File: config.mk
export PLATFORM = sky130hd
export DESIGN_NAME = alu_result_queue
export DESIGN_NICKNAME = d
export VERILOG_FILES = /design/src/rtl/alu_result_queue.sv
export SDC_FILE = /design/constraint.sdc
export NUM_CORES = 1
export LEC_CHECK = 0
export CAP_MARGIN = 25
export CORE_UTILIZATION = 45
export CTS_BUF_LIST = sky130_fd_sc_hd__clkbuf_16
export CTS_CLUSTER_SIZE = 8
export DETAILED_ROUTE_END_ITERATION = 12
export HOLD_SLACK_MARGIN = 0.05
export PLACE_DENSITY = 0.7
export SLEW_MARGIN = 20
export SYNTH_ARGS = -nofsm -noshare
export SYNTH_HDL_FRONTEND = slang
export SYNTH_SLANG_ARGS = --single-unit
File: constraint.sdc
create_clock -name clk -period 2.6 [get_ports clk]
set_input_delay 0.52 -clock clk [delete_from_list [all_inputs] [get_ports clk]]
set_output_delay 0.52 -clock clk [all_outputs]
set_load 0.05 [all_outputs]
File: src/rtl/alu_result_queue.sv
// Result FIFO behind the 2-bit ALU: buffers {op, y, flags} between a valid/ready producer
// and consumer, and tracks sticky carry/overflow plus a saturating accepted-op count.
module alu_result_queue #(
   parameter int WIDTH = 2,
   parameter int DEPTH = 4,
   parameter int CNT_W = 8
) (
   input  logic                       clk,
   input  logic                       rst_n,
   input  logic                       in_valid,
   output logic                       in_ready,
   input  logic [1:0]                 in_op,
   input  logic [WIDTH-1:0]           in_y,
   input  logic [3:0]                 in_flags,
   output logic                       out_valid,
   input  logic                       out_ready,
   output logic [1:0]                 out_op,
   output logic [WIDTH-1:0]           out_y,
   output logic [3:0]                 out_flags,
   output logic [$clog2(DEPTH):0]     level,
   output logic                       sticky_c,
   output logic                       sticky_o,
   input  logic                       sticky_clr,
   output logic [CNT_W-1:0]           op_count
);

   localparam int PTR_W = $clog2(DEPTH);
   localparam int LVL_W = PTR_W + 1;

   typedef struct packed {
      logic [1:0]       op;
      logic [WIDTH-1:0] y;
      logic [3:0]       flags;
   } entry_t;

   entry_t           mem [DEPTH];
   logic [PTR_W-1:0] wr_ptr;
   logic [PTR_W-1:0] rd_ptr;
   logic             full;
   logic             empty;
   logic             push;
   logic             pop;
   entry_t           head;

   // Full blocks a push even when a pop happens in the same cycle.
   assign full      = (level == LVL_W'(DEPTH));
   assign empty     = (level == '0);
   assign in_ready  = ~full;
   assign out_valid = ~empty;
   assign push      = in_valid & in_ready;
   assign pop       = out_valid & out_ready;

   assign head      = mem[rd_ptr];
   assign out_op    = head.op;
   assign out_y     = head.y;
   assign out_flags = head.flags;

   // NOTE: storage is deliberately left out of reset; only pointers/level decide validity,
   // so the array maps onto plain registers or RAM without a reset tree.
   always_ff @(posedge clk) begin
      if (push) begin
         mem[wr_ptr] <= '{op: in_op, y: in_y, flags: in_flags};
      end
   end

   // NOTE: state registers use non-blocking (<=) so every register samples pre-edge values.
   always_ff @(posedge clk or negedge rst_n) begin
      if (!rst_n) begin
         wr_ptr <= '0;
         rd_ptr <= '0;
         level  <= '0;
      end else begin
         if (push) wr_ptr <= wr_ptr + PTR_W'(1);
         if (pop)  rd_ptr <= rd_ptr + PTR_W'(1);
         case ({push, pop})
            2'b10:   level <= level + LVL_W'(1);
            2'b01:   level <= level - LVL_W'(1);
            default: level <= level;
         endcase
      end
   end

   // A setting push wins over a simultaneous clear.
   always_ff @(posedge clk or negedge rst_n) begin
      if (!rst_n) begin
         sticky_c <= 1'b0;
         sticky_o <= 1'b0;
         op_count <= '0;
      end else begin
         sticky_c <= (sticky_c & ~sticky_clr) | (push & in_flags[3]);
         sticky_o <= (sticky_o & ~sticky_clr) | (push & in_flags[0]);
         if (push && (op_count != '1)) op_count <= op_count + CNT_W'(1);
      end
   end

endmodule

# Yosys cells after proc, flatten, opt, wreduce, memory -nomap -nowiden
# Memories as Yosys holds them, arrays and structs flattened.
# Cells that the tools add are included.
# word_totals
ram_bits	32
register_bits	17
mem_count	1
elab_cells	33
output_inout_bits	23
in_bits	13
# classes
eq_ne	4
n_mux	3
n_addsub	5
bitwise_logic	11
n_reduce_logical	3
# mem_list
memory	depth	width	read_ports	rd_clocked_by_memory_dff	write_ports	line	rtl
mem	4	8	1	0	1	36	entry_t mem [DEPTH];
# ops
op	count
$add 8x1->8 const B	1
$ne 8x8->1 const B	1
$and 1x1->1	6
$pmux 3 s2	1
$add 2x1->2 const B	2
$add 3x1->3 const B	1
$eq 3x3->1 const B	1
$logic_not 3->1	1
$not 1->1	3
$sub 3x1->3 const B	1
$eq 2x1->1 const B	1
$eq 2x2->1 const B	1
$mux 1	2
$or 1x1->1	2
$reduce_bool 2->1	1
$logic_and 1x1->1	1

# Depth between registers and ports, before layout
# Gate-level depths: netlist (run 1).
# logic_depth
depth_word	5
depth_mapped	11
depth_no_buf	9

# Least setup slack after synthesis (run 1)
# OpenSTA, ideal clock, no wires.
# synth_timing
path_kind	register to register
startpoint	register level[2]
endpoint	register level[2]
path_stages_with_launch	12
arrival_ns	2.523
setup_time_ns	0.082
slack_ns	-0.005
period_less_slack_ns	2.605
required_time_ns	2.518
n_path_buf	2
cell_sequence	dfrtp_1 or3b_1 buf_6 and2_4 buf_6 inv_1 ha_1 inv_1 fa_1 xor2_1 nor2_1 xor2_1
# synth_via
elab_chain_len	5
elab_cells_between_ends	12
classes_between	add/sub: 2; eq/ne: 3; mux: 1; bitwise: 4; reduce/logical: 2
# synth_lines
element	line	rtl
start: declaration	20	output logic [$clog2(DEPTH):0] level,
start signal: assignment	76	2'b10: level <= level + LVL_W'(1);
start signal: assignment	77	2'b01: level <= level - LVL_W'(1);
start signal: assignment	78	default: level <= level;
$eq 3x3->1 (*)	46	assign full = (level == LVL_W'(DEPTH));
$not 1->1 (*)	48	assign in_ready = ~full;
via in_ready	11	output logic in_ready,
$and 1x1->1 (*)	50	assign push = in_valid & in_ready;
$eq 2x1->1 or $eq 2x2->1 (tied branches)	75	case ({push, pop})
$pmux 3 s2 or $reduce_bool 2->1 (tied branches)	--	
# The timed path passes the listed nets; every way through them passes the cells marked *.
# A chain may end at the register's enable or synchronous reset.

# Final worst setup path (run 1)
# layout_timing
startpoint	register level[0]
endpoint	output port in_ready
# layout_via
elab_chain_len	2
# layout_lines
element	line
$eq 3x3->1	46
$not 1->1	48
end: declaration	11
# Every way passes these cells.

==> results of run 1 <==
==> Yosys cell counts <==
master | number | area, µm²
edfxtp_1 | 32 | 961
dfrtp_1 | 17 | 425
nand2_1 | 10 | 37.5
inv_1 | 8 | 30.0
mux4_2 | 8 | 180
ha_1 | 6 | 75.1
and3_1 | 5 | 31.3
xnor2_1 | 5 | 43.8
o21ai_0 | 4 | 20.0
mux2_2 | 3 | 33.8
mux2_4 | 3 | 45.0
xor2_1 | 3 | 26.3
and2_1 | 2 | 12.5
buf_6 | 2 | 22.5
nand2_4 | 2 | 22.5
nand3_1 | 2 | 10.0
nand4_1 | 2 | 12.5
nor2_1 | 2 | 7.51
and2_4 | 1 | 8.76
and3_2 | 1 | 7.51
buf_1 | 1 | 3.75
buf_2 | 1 | 5.00
fa_1 | 1 | 20.0
mux2i_1 | 1 | 10.0
nand2b_1 | 1 | 6.26
nand3_2 | 1 | 10.0
or3_1 | 1 | 6.26
or3_2 | 1 | 7.51
or3b_1 | 1 | 8.76
==> worst min path at each step <==
| stage | depth (start not counted) | slack (ps) | from | endpoint |
|---|---|---|---|---|
| 3_3_place_gp | 1 | 480 | level[2] | level[2] |
| 6_report | 1 | 520 | level[2] | level[2] |
| 2_1_floorplan | 0 | 220 | rst_n | level[0] |
| 4_1_cts | 1 | 520 | level[2] | level[2] |
| 3_5_place_dp | 1 | 510 | level[2] | level[2] |
| 5_1_grt | 1 | 530 | level[2] | level[2] |
==> cells by family after synthesis <==
logic type	count (synthesis)	synth area share [%]
adders and majority gates	7	4.55
xor gates and xnor gates	8	3.35
AOI/OAI and AO/OA	4	0.958
DFF	49	66.3
and+or+nand+nor	32	9.04
muxes	15	12.9
buffers and inverters	12	2.93
==> through the flow <==
step | worst slack (ps) | hold WS [ps] | total power, mW
2_1_floorplan | 14.7 | 224 | 2.42
3_3_place_gp | 251 | 476 | 2.83
3_5_place_dp | 107 | 515 | 2.88
4_1_cts | 127 | 524 | 3.49
5_1_grt | 54.2 | 531 | 3.63
6_report | 121 | 520 | 3.45
==> power by group through the flow <==
stage               clock (mW)  combinational [mW]  sequential [mW]
CTS                      0.612                1.61             1.27
floorplan                    0               0.962             1.46
finish                   0.600                1.59             1.26
global route             0.642                1.68             1.30
global placement             0                1.57             1.27
detailed placement           0                1.60             1.28
==> state kept, by name, summed over array words and instances, names as in the netlist <==
register / cells
mem: 32
op_count: 8
level: 3
rd_ptr: 2
wr_ptr: 2
sticky_c: 1
sticky_o: 1
==> worst reg2reg max path, delay by kind of cell (launching register included) <==
kind	cells	cell delay (ps)
XOR/XNOR	2	350
AND/OR/NAND/NOR	3	890
buffers and inverters	2	130
flip-flops	1	430
adder cells (fa/ha/maj)	2	550
==> final cells by class <==
class | count | area, µm²
clock buffers | 5 | 125
clock inverters | 3 | 11.3
fillers | 336 | 1820
inverters | 8 | 30.0
multi-input cells | 66 | 643
flip-flops and latches | 49 | 1390
well taps | 52 | 65.1
repair buffers | 35 | 330
==> metal layers <==
metal	vias to the layer above	global-route usage [%]
met5	-	0
met4	0	5.33
met3	6	4.91
met2	28	25.3
met1	552	19.5
li1	532	-
==> flow_metrics.env, run 1 <==
export IMPL_rows=24
export IMPL_min_path_type="flop to flop"
export IMPL_ys_seq_area_share_pct=66.3
export IMPL_cts_path_max_buffers=2
export IMPL_post_cts_buffers=0
export IMPL_cts_htree_levels=2
export IMPL_globalplace_congestion=0.706
export IMPL_slowest_delay_ps=750
export IMPL_setup_viol=0
export IMPL_yosysWarnings=0
export IMPL_final_common_cell="edfxtp_1"
export IMPL_worstSetupPathType="flop to output port"
export IMPL_period_share_pct=95.3
export IMPL_die_area_um2=4920
export IMPL_required_ps=2080
export IMPL_insertion_delay_ps=280
export IMPL_grt_max_degree=18
export IMPL_drv_slew=0
export IMPL_fin_util_pct=58.7
export IMPL_grt_pass1_wl_mm=5.70
export IMPL_final_cell_mix="edfxtp_1, clkdlybuf4s50_1, dfrtp_1, inv_1, nand2_1"
export IMPL_coreArea_um2=4410
export IMPL_avgSynthCellArea_um2=16.5
export IMPL_tns_ps=0
export IMPL_switching_power_mw=1.44
export IMPL_ant_nets=0
export IMPL_antenna_found_initial=0
export IMPL_wl_per_cell_um=15.9
export IMPL_grt_total_usage_pct=15.5
export IMPL_arrival_ps=1960
export IMPL_sw_frac_of_total_pct=41.6
export IMPL_cpMaxStageDelayCell="clkdlybuf4s50_1"
export IMPL_r2r_setup_slack_ps=180
export IMPL_cp_start_kind="flop"
export IMPL_fp_dieH_um=70.2
export IMPL_layout_cells_non_filler=218
export IMPL_wl_met2_mm=1.71
export IMPL_fin_area_um2=2590
export IMPL_area_growth_pct=24.0
export IMPL_vias=1118
export IMPL_fin_skew_ps=4.78
export IMPL_clkPwrFrac_pct=17.4
export IMPL_hpwl_mm=2.42
export IMPL_wl_met3_um=169
export IMPL_postCtsHoldBufs=0
export IMPL_comb_power_share_pct=46.1
export IMPL_diodes=0
export IMPL_cp_top_family="buffers and inverters"
export IMPL_slew_headroom_pct=49.3
export IMPL_worstSetupEndpointType="output port"
export IMPL_seq_power_share_pct=36.5
export IMPL_synth_cell_type_count=29
export IMPL_cts_tree="built"
export IMPL_start_util_pct=47.4
export IMPL_vias_per_cell=5.13
export IMPL_ys_ff_latch=49
export IMPL_dp_cells=210
export IMPL_numPortBuffers=35
export IMPL_synth_cells=127
export IMPL_internal_power_mw=2.01
export IMPL_io_pin_count=36
export IMPL_hold_violations=0
export IMPL_synth_fp_nets=147
export IMPL_placed_area_um2=2460
export IMPL_powerDensity_nw_per_um2=1330
export IMPL_clock_fmax_mhz=403
export IMPL_cts_root_buf="clkbuf_16"
export IMPL_topRoutingLayerUsed="met4"
export IMPL_wl_met1_mm=1.54
export IMPL_grt_pass1_vias=1208
export IMPL_drt_total_wl_mm=3.47
export IMPL_worst_slew_pin_slew_ps=758
export IMPL_reg2reg_from="level[0]"
export IMPL_p_leak_nw=1.02
export IMPL_drive_gt1_share_pct=20.5
export IMPL_cts_resized=0
export IMPL_drcViolationCount=0
export IMPL_fin_crit_ps=2480
export IMPL_critPathBufInv=1
export IMPL_syn_cell_area_um2=2090
export IMPL_rsz0062_at_grt="no"
export IMPL_cap_violations=0
export IMPL_cp_depth=2
export IMPL_endpoint="in_ready"
export IMPL_die_w_um=70.2
export IMPL_gr_total_overflow=0
export IMPL_first_pass_iters=4
export IMPL_reg2reg_depth=9
export IMPL_nets=185
export IMPL_clk_pin_slew_ps=60
export IMPL_vdd_drop_max_v=0.000732
export IMPL_critPathLaunch="level[0]"
export IMPL_cts_sinks=49
export IMPL_critPathMaxFanout=7
export IMPL_status="finished clean"
export IMPL_cp_cell_sequence="or3b_1 > clkdlybuf4s50_1"
export IMPL_rr_endpoint="level[2]"
export IMPL_cts_inserted_buffers=5
export IMPL_drt_initial_drc_count=64
Power figures use the tool's default switching activity.
==> run 2, diff against run 1 <==
==> constraint.sdc (replaced) <==
create_clock -name clk -period 3.16 [get_ports clk]
set_input_delay 0.632 -clock clk [delete_from_list [all_inputs] [get_ports clk]]
set_output_delay 0.632 -clock clk [all_outputs]
set_load 0.05 [all_outputs]
==> flow_metrics.env, run 2 (same netlist as run 1, synthesis figures left out) <==
export IMPL_grt_max_degree=18
export IMPL_post_cts_buffers=0
export IMPL_worst_slew_pin_slew_ps=780
export IMPL_cts_inserted_buffers=5
export IMPL_min_path_type="flop to flop"
export IMPL_vias=1131
export IMPL_seq_power_share_pct=35.2
export IMPL_drcViolationCount=0
export IMPL_fin_skew_ps=2.27
export IMPL_die_area_um2=4920
export IMPL_postCtsHoldBufs=0
export IMPL_insertion_delay_ps=280
export IMPL_cpMaxStageDelayCell="dfrtp_1"
export IMPL_numPortBuffers=35
export IMPL_p_leak_nw=1.02
export IMPL_setup_viol=0
export IMPL_hpwl_mm=2.43
export IMPL_tns_ps=0
export IMPL_sw_frac_of_total_pct=40.2
export IMPL_drt_total_wl_mm=3.53
export IMPL_clkPwrFrac_pct=19.7
export IMPL_arrival_ps=2290
export IMPL_wl_met3_um=176
export IMPL_die_w_um=70.2
export IMPL_gr_total_overflow=0
export IMPL_drt_initial_drc_count=47
export IMPL_cts_tree="built"
export IMPL_hold_violations=0
export IMPL_cts_root_buf="clkbuf_16"
export IMPL_final_common_cell="clkdlybuf4s50_1"
export IMPL_cp_top_family="flip-flops"
export IMPL_layout_cells_non_filler=218
export IMPL_largestRegisters="mem: 32 flops, op_count: 8 flops, level: 3 flops"
export IMPL_start_util_pct=47.4
export IMPL_io_pin_count=36
export IMPL_status="finished clean"
export IMPL_first_pass_iters=4
export IMPL_diodes=0
export IMPL_drive_gt1_share_pct=16.3
export IMPL_n_fill_cell=346
export IMPL_critPathBufInv=1
export IMPL_grt_pass1_vias=1253
export IMPL_coreArea_um2=4410
export IMPL_grt_total_usage_pct=16.7
export IMPL_placed_area_um2=2470
export IMPL_globalplace_congestion=0.663
export IMPL_fin_area_um2=2640
export IMPL_topRoutingLayerUsed="met4"
export IMPL_rows=24
export IMPL_clk_pin_slew_ps=60
export IMPL_period_share_pct=92.5
export IMPL_cts_htree_levels=2
export IMPL_dp_cells=210
export IMPL_comb_power_share_pct=45.1
export IMPL_drv_slew=0
export IMPL_wl_per_cell_um=16.2
export IMPL_largest_register="mem"
export IMPL_cp_start_kind="flop"
export IMPL_area_growth_pct=26.2
export IMPL_cts_resized=0
export IMPL_vdd_drop_max_v=0.000633
export IMPL_slew_headroom_pct=47.8
export IMPL_clock_fmax_mhz=342
export IMPL_wl_met2_mm=1.75
export IMPL_worstSetupPathType="flop to output port"
export IMPL_slowest_delay_ps=710
export IMPL_critPathMaxFanout=10
export IMPL_nets=185
export IMPL_cts_sinks=49
export IMPL_wl_met1_mm=1.53
export IMPL_cap_violations=0
export IMPL_fin_crit_ps=2920
export IMPL_rsz0062_at_grt="no"
export IMPL_internal_power_mw=1.76
export IMPL_fp_dieH_um=70.2
export IMPL_required_ps=2530
export IMPL_cp_cell_sequence="mux4_2 > clkdlybuf4s50_1"
export IMPL_switching_power_mw=1.19
export IMPL_grt_pass1_wl_mm=6.15
export IMPL_largest_register_ffs=32
export IMPL_powerDensity_nw_per_um2=1120
export IMPL_final_cell_mix="clkdlybuf4s50_1, edfxtp_1, dfrtp_1, nand2_1, inv_1"
export IMPL_worstSetupEndpointType="output port"
export IMPL_vias_per_cell=5.19
export IMPL_antenna_found_initial=0
export IMPL_ant_nets=0
export IMPL_cts_path_max_buffers=2
==> run 2: final cells by class <==
class	instances	area (µm²)	share of cell area, %
repair buffers	35	350	13.3
clock buffers	5	125	4.74
well taps	52	65.1	2.47
clock inverters	3	38.8	1.47
multi-input cells	66	643	24.4
inverters	8	30.0	1.14
flip-flops and latches	49	1390	52.5
==> run 2: power by group through the flow <==
| stage | clock (mW) | combinational [mW] | sequential (mW) |
|---|---|---|---|
| after global routing | 0.618 | 1.42 | 1.07 |
| final | 0.582 | 1.33 | 1.04 |
| after floorplan | 0 | 0.791 | 1.20 |
| after global placement | 0 | 1.31 | 1.04 |
| after detailed placement | 0 | 1.34 | 1.05 |
| after CTS | 0.594 | 1.35 | 1.04 |
==> run 2: per-stage QoR <==
| step | utilization, % | worst slack (ps) | hold slack [ps] | power (mW) |
|---|---|---|---|---|
| floorplan | - | 555 | 336 | 1.99 |
| global placement | 56.1 | 544 | 497 | 2.35 |
| detailed placement | 56.1 | 499 | 504 | 2.39 |
| CTS | 59.8 | 189 | 514 | 2.98 |
| global route | 59.8 | 124 | 544 | 3.11 |
| finish | 59.8 | 237 | 511 | 2.95 |
==> run 2: path summary, 6_finish.rpt <==
| path | start | end | slack (ps) | cells past startpoint |
|---|---|---|---|---|
| setup / recovery | rd_ptr[0] | out_flags[1] | 240 | 2 |
| hold / removal | level[2] | level[2] | 510 | 1 |
| setup reg to reg | level[0] | level[2] | 760 | 9 |
| hold reg to reg | level[2] | level[2] | 510 | 1 |
| max in group asynchronous | rst_n | rd_ptr[0] | 1870 | 1 |
| min in group asynchronous | rst_n | op_count[7] | 810 | 1 |
==> run 2: worst reg2reg max path, delay by kind of cell (launching register included) <==
kind | cells | cell delay (ps)
buffers and inverters | 2 | 140
XOR/XNOR | 2 | 310
AND/OR/NAND/NOR | 3 | 910
adder cells (fa/ha/maj) | 2 | 560
flip-flops | 1 | 420
==> run 2: routing by layer <==
metal,vias up,track usage (%)
met5,-,0
met3,7,5.48
li1,532,-
met2,30,27.7
met1,562,20.6
met4,0,6.00
==> patch (flow settings as in run 2) <==
`CNT_W`: 8 -> 12.
--- a/src/rtl/alu_result_queue.sv
+++ b/src/rtl/alu_result_queue.sv
@@ -4,5 +4,5 @@
    parameter int WIDTH = 2,
    parameter int DEPTH = 4,
-   parameter int CNT_W = 8
+   parameter int CNT_W = 12
 ) (
    input  logic                       clk,
Interface: changed (resized op_count); port bits go from 36 to 40. No check against the original RTL was run, so the function may have changed too.
==> patch against run 2 <==
Area after synthesis grew 9.0%; sequential cell count grew 4; final area grew 9.0%; total power grew 0.79%; first-iteration DRC count grew 60%; routed wire length grew 13%; via count grew 15%; setup slack gained 8.9 ps; largest power group unchanged.
==> patch: results (changes against run 2) <==
| Metric | Value |
|---|---|
| Post-Synth Adder-Cell Area | `4.17% (-0.37 points)` |
| Pre-CTS setup slack | `513 ps (+14.5 ps)` |
| Post-synthesis compound-gate area fraction | `2.20% (+1.2 points)` |
| Slowest cell on crit path | `clkdlybuf4s50_1` |
| Global-route wire length before repair | `6.69 mm (+8.8%)` |
| I/O Buffers | `39 (+11%)` |
| CP max stage delay | `710 ps (about the same)` |
| Hold WC Path Type | `reg -> reg` |
| Avg WL per Cell | `15.5 µm (-4.0%)` |
| Layout Skew | `4.58 ps (+2.31 ps)` |
| Share of layout cells above drive strength 1 | `14.8% (-1.5 points)` |
| Routability cong. | `0.718 (+8.3%)` |
| Violation count after the first detailed-route iteration | `75 (+60%)` |
| Mux cell area share after synthesis | `10.9% (-1.9 points)` |
| Post-synth ARST share | `39.6% (+4.9 points)` |
| Dpl cell area | `0.00272 mm² (+10%)` |
| Top cells by count, synth | `32 x edfxtp_1, 21 x dfrtp_1, 9 x inv_1, 9 x nand2_1, 8 x mux4_2` |
| Vias | `1296 (+15%)` |
| Worst path top cell family by delay | `buffers and inverters` |
| Max VDD drop | `0.652 mV (+3.0%)` |
| Vias in the first global route | `1380 (+10%)` |
| Synth Area in XOR/XNOR | `4.23% (+0.88 points)` |
| Largest net degree at the start of global routing | `22 (+4)` |
| Pleak | `0.00112 µW (+9.1%)` |
| Largest regs | `mem x32, op_count x12, level x3` |
| Syn_nets | `165 (+12%)` |
| HPWL Detailed | `2.83 mm (+16%)` |
| Status | `finished clean` |
| Clk pin slew, worst setup/hold paths | `60 ps (about the same)` |
| Ant. Diodes | `0 (unchanged)` |
| Relative slew margins | `62.2% (+14 points)` |
| GRT Total Usage | `17.2% (+0.41 points)` |
| Seq/Total Area, Yosys | `65.2% (-1.1 points)` |
| Sw Ratio | `41.5% (+1.3 points)` |
| Nets | `208 (+12%)` |
| Synth top area cells | `edfxtp_1 42%, dfrtp_1 23%, mux4_2 7.9%` |
==> patch: cell count changes in the layout (fill, tap and decap cells not counted), moves of 4 or more <==
cell,change
nor3_1,+4
dfrtp_1,+4
a21oi_1,+4
clkdlybuf4s50_1,+4
xor2_1,+4
==> patch: worst paths after layout <==
| path | from | to | slack [ps] | depth (start not counted) |
|---|---|---|---|---|
| setup / recovery | rd_ptr[0]$_DFFE_PN0P_ | out_flags[2] | 250 | 2 |
| hold / removal | level[2]$_DFFE_PN0P_ | level[2]$_DFFE_PN0P_ | 500 | 1 |
| setup reg to reg | level[0]$_DFFE_PN0P_ | level[2]$_DFFE_PN0P_ | 760 | 9 |
| hold reg to reg | level[2]$_DFFE_PN0P_ | level[2]$_DFFE_PN0P_ | 500 | 1 |
| max in group asynchronous | rst_n | op_count[10]$_DFFE_PN0P_ | 2190 | 2 |
| min in group asynchronous | rst_n | op_count[8]$_DFFE_PN0P_ | 580 | 1 |
==> patch: metal layers <==
| layer | share of wire (%) | global-route usage (%) |
|---|---|---|
| met1 | 43 | 21.0 |
| met2 | 51 | 29.3 |
| met3 | 4.5 | 4.56 |
| met4 | 1.4 | 5.88 |
| met5 | 0 | 0 |
==> patch: cell families after synthesis <==
group	Yosys count
AO/OA/AOI/OAI	9
AND/OR/NAND/NOR	37
flip-flops	53
XOR/XNOR	11
adder cells (fa/ha/maj)	7
buffers and inverters	14
multiplexers	14
==> patch: area by class of cell <==
type | instances | area [µm²]
Inverter | 10 | 42.5
Clock inverter | 3 | 15.0
Multi-Input combinational cell | 78 | 718
Tap cell | 67 | 83.8
Clock buffer | 5 | 125
Sequential cell | 53 | 1490
Timing Repair Buffer | 40 | 405
Fill cell | 368 | 1910
==> patch: stage by stage <==
stage                     total power (µW)  hold WS (ps)  utilization [%]  instances
after floorplan                       2060           336                -        145
after global placement                2430           487             56.9        247
after detailed placement              2490           504             56.9        247
after CTS                             3010           515             59.8        255
after global routing                  3120           528             60.1        256
final                                 2970           504             60.1        256
==> patch: power by group through the flow <==
stage               Combinational [µW]  Sequential (µW)  Clock (µW)
global route                      1450             1120         553
CTS                               1380             1100         527
floorplan                          787             1270           0
finish                            1370             1090         512
global placement                  1340             1100           0
detailed placement                1380             1110           0
